**config.mk**
```make
export PLATFORM = sky130hd
export DESIGN_NAME = ifetch
export DESIGN_NICKNAME = d
export VERILOG_FILES = /design/src/rtl/ifetch.sv
export SDC_FILE = /design/constraint.sdc
export NUM_CORES = 1
export LEC_CHECK = 0
export CORE_MARGIN = 3
export CORE_UTILIZATION = 30
export DETAILED_ROUTE_END_ITERATION = 16
export SYNTH_ARGS = -nofsm -noshare
export SYNTH_HDL_FRONTEND = slang
export SYNTH_SLANG_ARGS = --single-unit
```
**constraint.sdc**
```tcl
create_clock -name clk_i -period 6.1 [get_ports clk_i]
set_input_delay 1.83 -clock clk_i [delete_from_list [all_inputs] [get_ports clk_i]]
set_output_delay 1.83 -clock clk_i [all_outputs]
set_load 0.05 [all_outputs]
```
**src/rtl/ifetch.sv**
```systemverilog
// Instruction fetch stage: issues word-aligned reads, tracks in-flight requests,
// buffers returned words in a 2-entry FIFO and drops responses made stale by a redirect.
module ifetch #(
  parameter logic [31:0] RESET_PC  = 32'h0000_0000,
  parameter logic [31:0] NOP_INSTR = 32'h0000_0013
) (
  input  logic        clk_i,
  input  logic        rst_i,
  output logic        req_valid_o,
  input  logic        req_ready_i,
  output logic [31:0] req_addr_o,
  input  logic        rsp_valid_i,
  input  logic [31:0] rsp_instr_i,
  output logic        if_valid_o,
  input  logic        if_ready_i,
  output logic [31:0] if_pc_o,
  output logic [31:0] if_instr_o,
  input  logic        redirect_i,
  input  logic [31:0] redirect_pc_i
);

  logic [31:0] fetch_pc_q, fetch_pc_d;
  logic [1:0]  outstanding_q, outstanding_d;
  logic [1:0]  discard_q, discard_d;
  logic [1:0]  count_q, count_d;
  logic [31:0] infl_pc_q [2];
  logic [31:0] infl_pc_d [2];
  logic        infl_wr_q, infl_wr_d, infl_rd_q, infl_rd_d;
  logic [31:0] fifo_pc_q [2];
  logic [31:0] fifo_pc_d [2];
  logic [31:0] fifo_instr_q [2];
  logic [31:0] fifo_instr_d [2];
  logic        fifo_wr_q, fifo_wr_d, fifo_rd_q, fifo_rd_d;

  logic [2:0]  occupancy;
  logic        req_fire, rsp_fire, push, pop;

  // Each outstanding request owns a FIFO slot, so the FIFO can never overflow.
  assign occupancy   = {1'b0, outstanding_q} + {1'b0, count_q};
  assign req_valid_o = !rst_i && !redirect_i && (occupancy < 3'd2);
  assign req_addr_o  = fetch_pc_q;
  assign req_fire    = req_valid_o && req_ready_i;
  assign rsp_fire    = rsp_valid_i && (outstanding_q != 2'd0);
  assign push        = rsp_fire && !redirect_i && (discard_q == 2'd0);

  assign if_valid_o  = !rst_i && (count_q != 2'd0);
  assign if_pc_o     = if_valid_o ? fifo_pc_q[fifo_rd_q] : 32'd0;
  assign if_instr_o  = if_valid_o ? fifo_instr_q[fifo_rd_q] : NOP_INSTR;
  assign pop         = if_valid_o && if_ready_i && !redirect_i;

  always_comb begin
    fetch_pc_d    = fetch_pc_q;
    discard_d     = discard_q;
    count_d       = count_q;
    infl_pc_d     = infl_pc_q;
    infl_wr_d     = infl_wr_q;
    infl_rd_d     = infl_rd_q;
    fifo_pc_d     = fifo_pc_q;
    fifo_instr_d  = fifo_instr_q;
    fifo_wr_d     = fifo_wr_q;
    fifo_rd_d     = fifo_rd_q;
    outstanding_d = outstanding_q + {1'b0, req_fire} - {1'b0, rsp_fire};

    // The in-flight PC queue mirrors the outstanding count, stale entries included.
    if (req_fire) begin
      infl_pc_d[infl_wr_q] = fetch_pc_q;
      infl_wr_d            = ~infl_wr_q;
      fetch_pc_d           = fetch_pc_q + 32'd4;
    end
    if (rsp_fire) begin
      infl_rd_d = ~infl_rd_q;
    end

    if (redirect_i) begin
      fetch_pc_d = {redirect_pc_i[31:2], 2'b00};
      count_d    = 2'd0;
      fifo_wr_d  = 1'b0;
      fifo_rd_d  = 1'b0;
      discard_d  = outstanding_q - {1'b0, rsp_fire};
    end else begin
      if (rsp_fire && (discard_q != 2'd0)) begin
        discard_d = discard_q - 2'd1;
      end
      if (push) begin
        fifo_pc_d[fifo_wr_q]    = infl_pc_q[infl_rd_q];
        fifo_instr_d[fifo_wr_q] = rsp_instr_i;
        fifo_wr_d               = ~fifo_wr_q;
      end
      if (pop) begin
        fifo_rd_d = ~fifo_rd_q;
      end
      count_d = count_q + {1'b0, push} - {1'b0, pop};
    end
  end

  always_ff @(posedge clk_i) begin
    if (rst_i) begin
      fetch_pc_q    <= RESET_PC;
      outstanding_q <= 2'd0;
      discard_q     <= 2'd0;
      count_q       <= 2'd0;
      infl_wr_q     <= 1'b0;
      infl_rd_q     <= 1'b0;
      fifo_wr_q     <= 1'b0;
      fifo_rd_q     <= 1'b0;
    end else begin
      fetch_pc_q    <= fetch_pc_d;
      outstanding_q <= outstanding_d;
      discard_q     <= discard_d;
      count_q       <= count_d;
      infl_wr_q     <= infl_wr_d;
      infl_rd_q     <= infl_rd_d;
      fifo_wr_q     <= fifo_wr_d;
      fifo_rd_q     <= fifo_rd_d;
    end
  end

  // Payload storage needs no reset; validity comes from the pointers and counts.
  always_ff @(posedge clk_i) begin
    infl_pc_q    <= infl_pc_d;
    fifo_pc_q    <= fifo_pc_d;
    fifo_instr_q <= fifo_instr_d;
  end

endmodule

```
* Yosys cells after proc, flatten, opt, wreduce, memory -nomap -nowiden
Cells that the tools add are included.
** Storage, ports and cells
- Register bits :: 234
- Input port bits :: 70
- Output and inout bits :: 98
- Word-level logic and storage cells :: 83
** Cells by class
- Add/subtract/negate cells :: 8
- Magnitude comparators :: 7
- Multiplexer cells :: 22
- Bitwise logic cells :: 9
- Reductions and logical operators :: 22
** Operators by type and width (number)
- $mux 32 :: 15
- $bwmux 64 :: 3
- $demux 32 s1 :: 2
- $add 32x3->32 const B :: 1
- $logic_and 1x1->1 :: 12
- $reduce_bool 2->1 :: 5
- $ge 2x2->1 const B :: 4
- $not 1->2 :: 4
- $sub 2x1->2 :: 3
- $not 1->1 :: 5
- $add 2x1->2 :: 2
- $lt 2x1->1 const B :: 2
- $mux 2 :: 2
- $add 2x2->3 :: 1
- $lt 3x2->1 const B :: 1
- $logic_not 1->1 :: 2
- $logic_not 2->1 :: 1
- $reduce_and 2->1 :: 1
- $reduce_or 2->1 :: 1
- $sub 2x1->2 const B :: 1

* Depth between registers and ports, before layout
- Depth in word-level cells :: 6
- Gate-level depth with buffers :: 12
- Gate-level depth less buffers :: 10

* Least setup slack after synthesis
Ideal clock, no wire load.
- Kind :: input port to flip-flop
- Start :: input rsp_valid_i
- End :: register fifo_instr_q[32] in the netlist's numbering, enable pin
- Setup time :: 482 ps
- Arrival :: 5018 ps
- Data required time :: 5618 ps
- Setup slack :: 600 ps
- Stages on the path :: 4
- Buffers on the path :: 0
- Cells stage by stage :: o21ai_1 -> nor3b_1 -> inv_1 -> nor2_1
** Between the ends
- Cells in the longest elaborated chain, start to end :: 4
** RTL lines
- from (decl) :: line 12 : input logic rsp_valid_i,
- $logic_and 1x1->1 :: line 43 : assign rsp_fire = rsp_valid_i && (outstanding_q != 2'd0);
- $logic_and 1x1->1 (2 in a row) :: line 44 : assign push = rsp_fire && !redirect_i && (discard_q == 2'd0);
- $reduce_and 2->1 (no line)
- to (signal assigned) :: line 122 : fifo_instr_q <= fifo_instr_d;
- to (decl) :: line 31 : logic [31:0] fifo_instr_q [2];
Every way passes these cells.
A chain may end at the register's enable or synchronous reset.

* Final worst setup path
- Start :: input rst_i
- End :: output if_instr_o[0]
** Between the ends
- Cells in the longest elaborated chain, start to end :: 3
** RTL lines
- from (decl) :: line 8 : input logic rst_i,
- $logic_not 1->1 :: line 46 : assign if_valid_o = !rst_i && (count_q != 2'd0);
- $logic_and 1x1->1 :: line 46
- $mux 32 :: line 48 : assign if_instr_o = if_valid_o ? fifo_instr_q[fifo_rd_q] : NOP_INSTR;
- to (decl) :: line 17 : output logic [31:0] if_instr_o,
Every way passes these cells.

==> qor.yml <==
die-area_mm2: 0.03290
post-route-min-period_ns: 5.178
pwr_density_cell_mw_per_mm2: 312.0
gp_congestion: 0.7497
worstPathArrival_ns: 3.35
outcome: "complete, no violations"
power_w: 0.003737
fillCellCount: 2839
cts.hold.buffers_added: 0
portBuffers: 161
crit_path_top_delay_cell: "clkdlybuf4s50_1"
place_inst: 1184
die-height_um: 181.4
setup_viol_count_final: 0
synth_top_area_share_pct: 59.88
cts_setup_buffers: 0
clock.fmax_mhz: 193.1
synth.distinct_cells: 49
rows: 63
initialDrtViolationCount: 361
crit_family: "buffers and inverters"
routedWlPerCell_um: 17.84
cts_max_level: 1
ys_warn_count: 0
ant_nets: 0
required_ns: 4.27
hold_violations: 0
hold_depth: 0
rsz0062_at_grt: "false"
first_global_vias: 5772
initial_utilization_pct: 30.81
nNetsFinal: 899
grt_max_degree: 63
clock-root-buffer: "clkbuf_16"
grt_pass1_wl_mm: 33.74
syn_avg_cell_area_um2: 14.09
drive_above_1_share_pct: 18.33
critPathKind: "in -> out"
worst_slew_pin_slew_ns: 0.9824
vdd_drop_max_mv: 0.2383
ys_seq_area_share_pct: 68.56
synth_top_flop_cell: "edfxtp_1"
routed_wl_mm: 21.94
slew_headroom_pct: 34.51
cts_tree: "built"
hpwl_mm: 13.91
async_flop_share_pct: 0
end_kind: "primary output"
fin_cells: 1230
start_kind: "input port"
drc: 0
finalCritPeriodShare_pct: 84.88
utilization_pct: 39.98
skew_ns: 0.01201
path_depth: 7
setup_tns_ns: 0
syn_area_mm2: 0.009228
path_buf_inv: 5
synth_top_cell_by_area: "edfxtp_1"
cts_resized: 0
crit_fanout: 60
numCtsBuffers: 25
firstDrtPassIters: 5
leakagePower_nw: 3.977
slew_viol_final: 0
ctsLongestPathBuffers: 3
synthCells: 655
synth_edf_count: 184
clk_pin_slew_ns: 0.06
vias: 5834
crit_path_cell_trace: "clkdlybuf4s50_1 -> inv_1 -> o21ai_4 -> buf_12 -> inv_1 -> nand2_1 -> buf_12"
cts_sinks: 224
synth_area_leaders: "edfxtp_1 (60%), dfxtp_1 (8.7%), mux2i_1 (6.7%)"
die_w_um: 181.4
max_stage_delay_ns: 0.47
clkLatencyLatePin_ns: 0.52
core-area_mm2: 0.02995
maxCapViolations: 0
ys_ff_latch: 224
min_path_type: "reg -> reg"
antenna_found_initial: 0
syn_to_final_growth_pct: 29.79
overflow: 0
grt.total_usage_pct: 13.02
drt-vias-per-instance: 4.743
antenna_cells: 0
reg2reg_depth: 7
ioPinCount: 168
[final timing paths]
check | start | endpoint | slack [ns]
max | rst_i | if_instr_o[0] | 0.92
min | req_addr_o[16]$_SDFFE_PP0P_ | infl_pc_q[48]$_DFFE_PP_ | 0.54
max reg2reg | count_q[0]$_SDFF_PP0_ | infl_pc_q[58]$_DFFE_PP_ | 3.05
min reg2reg | req_addr_o[16]$_SDFFE_PP0P_ | infl_pc_q[48]$_DFFE_PP_ | 0.54
[synth_stat cells, types with 10 or more instances]
master	instances
clkbuf_1	26
mux2_2	30
and2_1	11
mux2i_1	62
nor2_1	89
a211oi_1	11
nand4_1	11
dfxtp_1	40
or4_1	15
inv_1	16
nand3_1	14
edfxtp_1	184
nand2_1	18
o211ai_1	10
a311oi_1	10
[through the flow]
stage          hold slack (ns)  setup slack [ns]  area (µm²)
5_1_grt                 0.5511            0.8287       11980
2_1_floorplan           0.4984            0.5996        9239
6_report                0.5355            0.9220       11980
3_3_place_gp            0.5146            0.9116       11210
4_1_cts                 0.5312            0.9153       11980
3_5_place_dp            0.5300            0.9129       11210
[final cells by class]
type / count / area [µm²] / area share, %
multi-input combinational: 379 / 2718 / 22.69
clock buffer: 27 / 633.1 / 5.286
timing repair buffer: 174 / 1612 / 13.46
clock inverter: 19 / 132.6 / 1.107
inverter: 17 / 63.81 / 0.5328
sequential: 224 / 6330 / 52.85
tap: 390 / 488.0 / 4.074
[cell families after synthesis]
logic type               Yosys count  share of synthesized area [%]
AND/OR/NAND/NOR                  191                          10.31
multiplexers                      92                          10.39
XOR/XNOR                          18                          1.709
other                              1                        0.04064
buffers and inverters             55                          2.427
flip-flops                       224                          68.56
adder cells (fa/ha/maj)            8                          1.166
AO/OA/AOI/OAI                     66                          5.410
[layer usage]
metal	track usage (%)	vias to the layer above	wire, µm
met5	0	-	0
met3	2.825	25	1221
li1	-	2813	-
met1	17.38	2828	9871
met2	21.94	168	10540
met4	2.742	0	309
[power breakdown]
| part | total [W] | switching, W | internal (W) |
|---|---|---|---|
| Combinational | 0.000508 | 0.000295 | 0.000213 |
| Clock | 0.00139 | 0.000592 | 0.000795 |
| Sequential | 0.00184 | 0.0000673 | 0.00177 |
[state kept, by name (all words and copies together), names as in the netlist]
register and cells:
discard_q 2, outstanding_q 2, count_q 2, fifo_rd_q 1
infl_wr_q 1, fifo_wr_q 1, fifo_instr_q 64, infl_pc_q 60
req_addr_o 30, infl_rd_q 1, fifo_pc_q 60
[layout by cell type (no fill, tap or decap), types with 10 or more instances in the layout]
cell               n
nand2_1           18
a211oi_1          11
inv_1             16
mux2i_1           62
nand4_1           11
nor2_1            87
a311oi_1          10
o211ai_1          10
clkdlybuf4s50_1   97
mux2_2            30
and2_1            10
nand3_1           14
clkbuf_16         25
or4_1             15
dfxtp_1           39
edfxtp_1         184
buf_4             72
[worst reg2reg max path: stages, from the launching register on]
cell	delay (ns)
dfxtp_1	0.42
and2_1	0.18
fa_1	0.47
or3b_1	0.68
nor2_1	0.24
inv_1	0.11
nor2_4	0.37
buf_4	0.29
No activity file was read; power rests on OpenSTA's default activity.
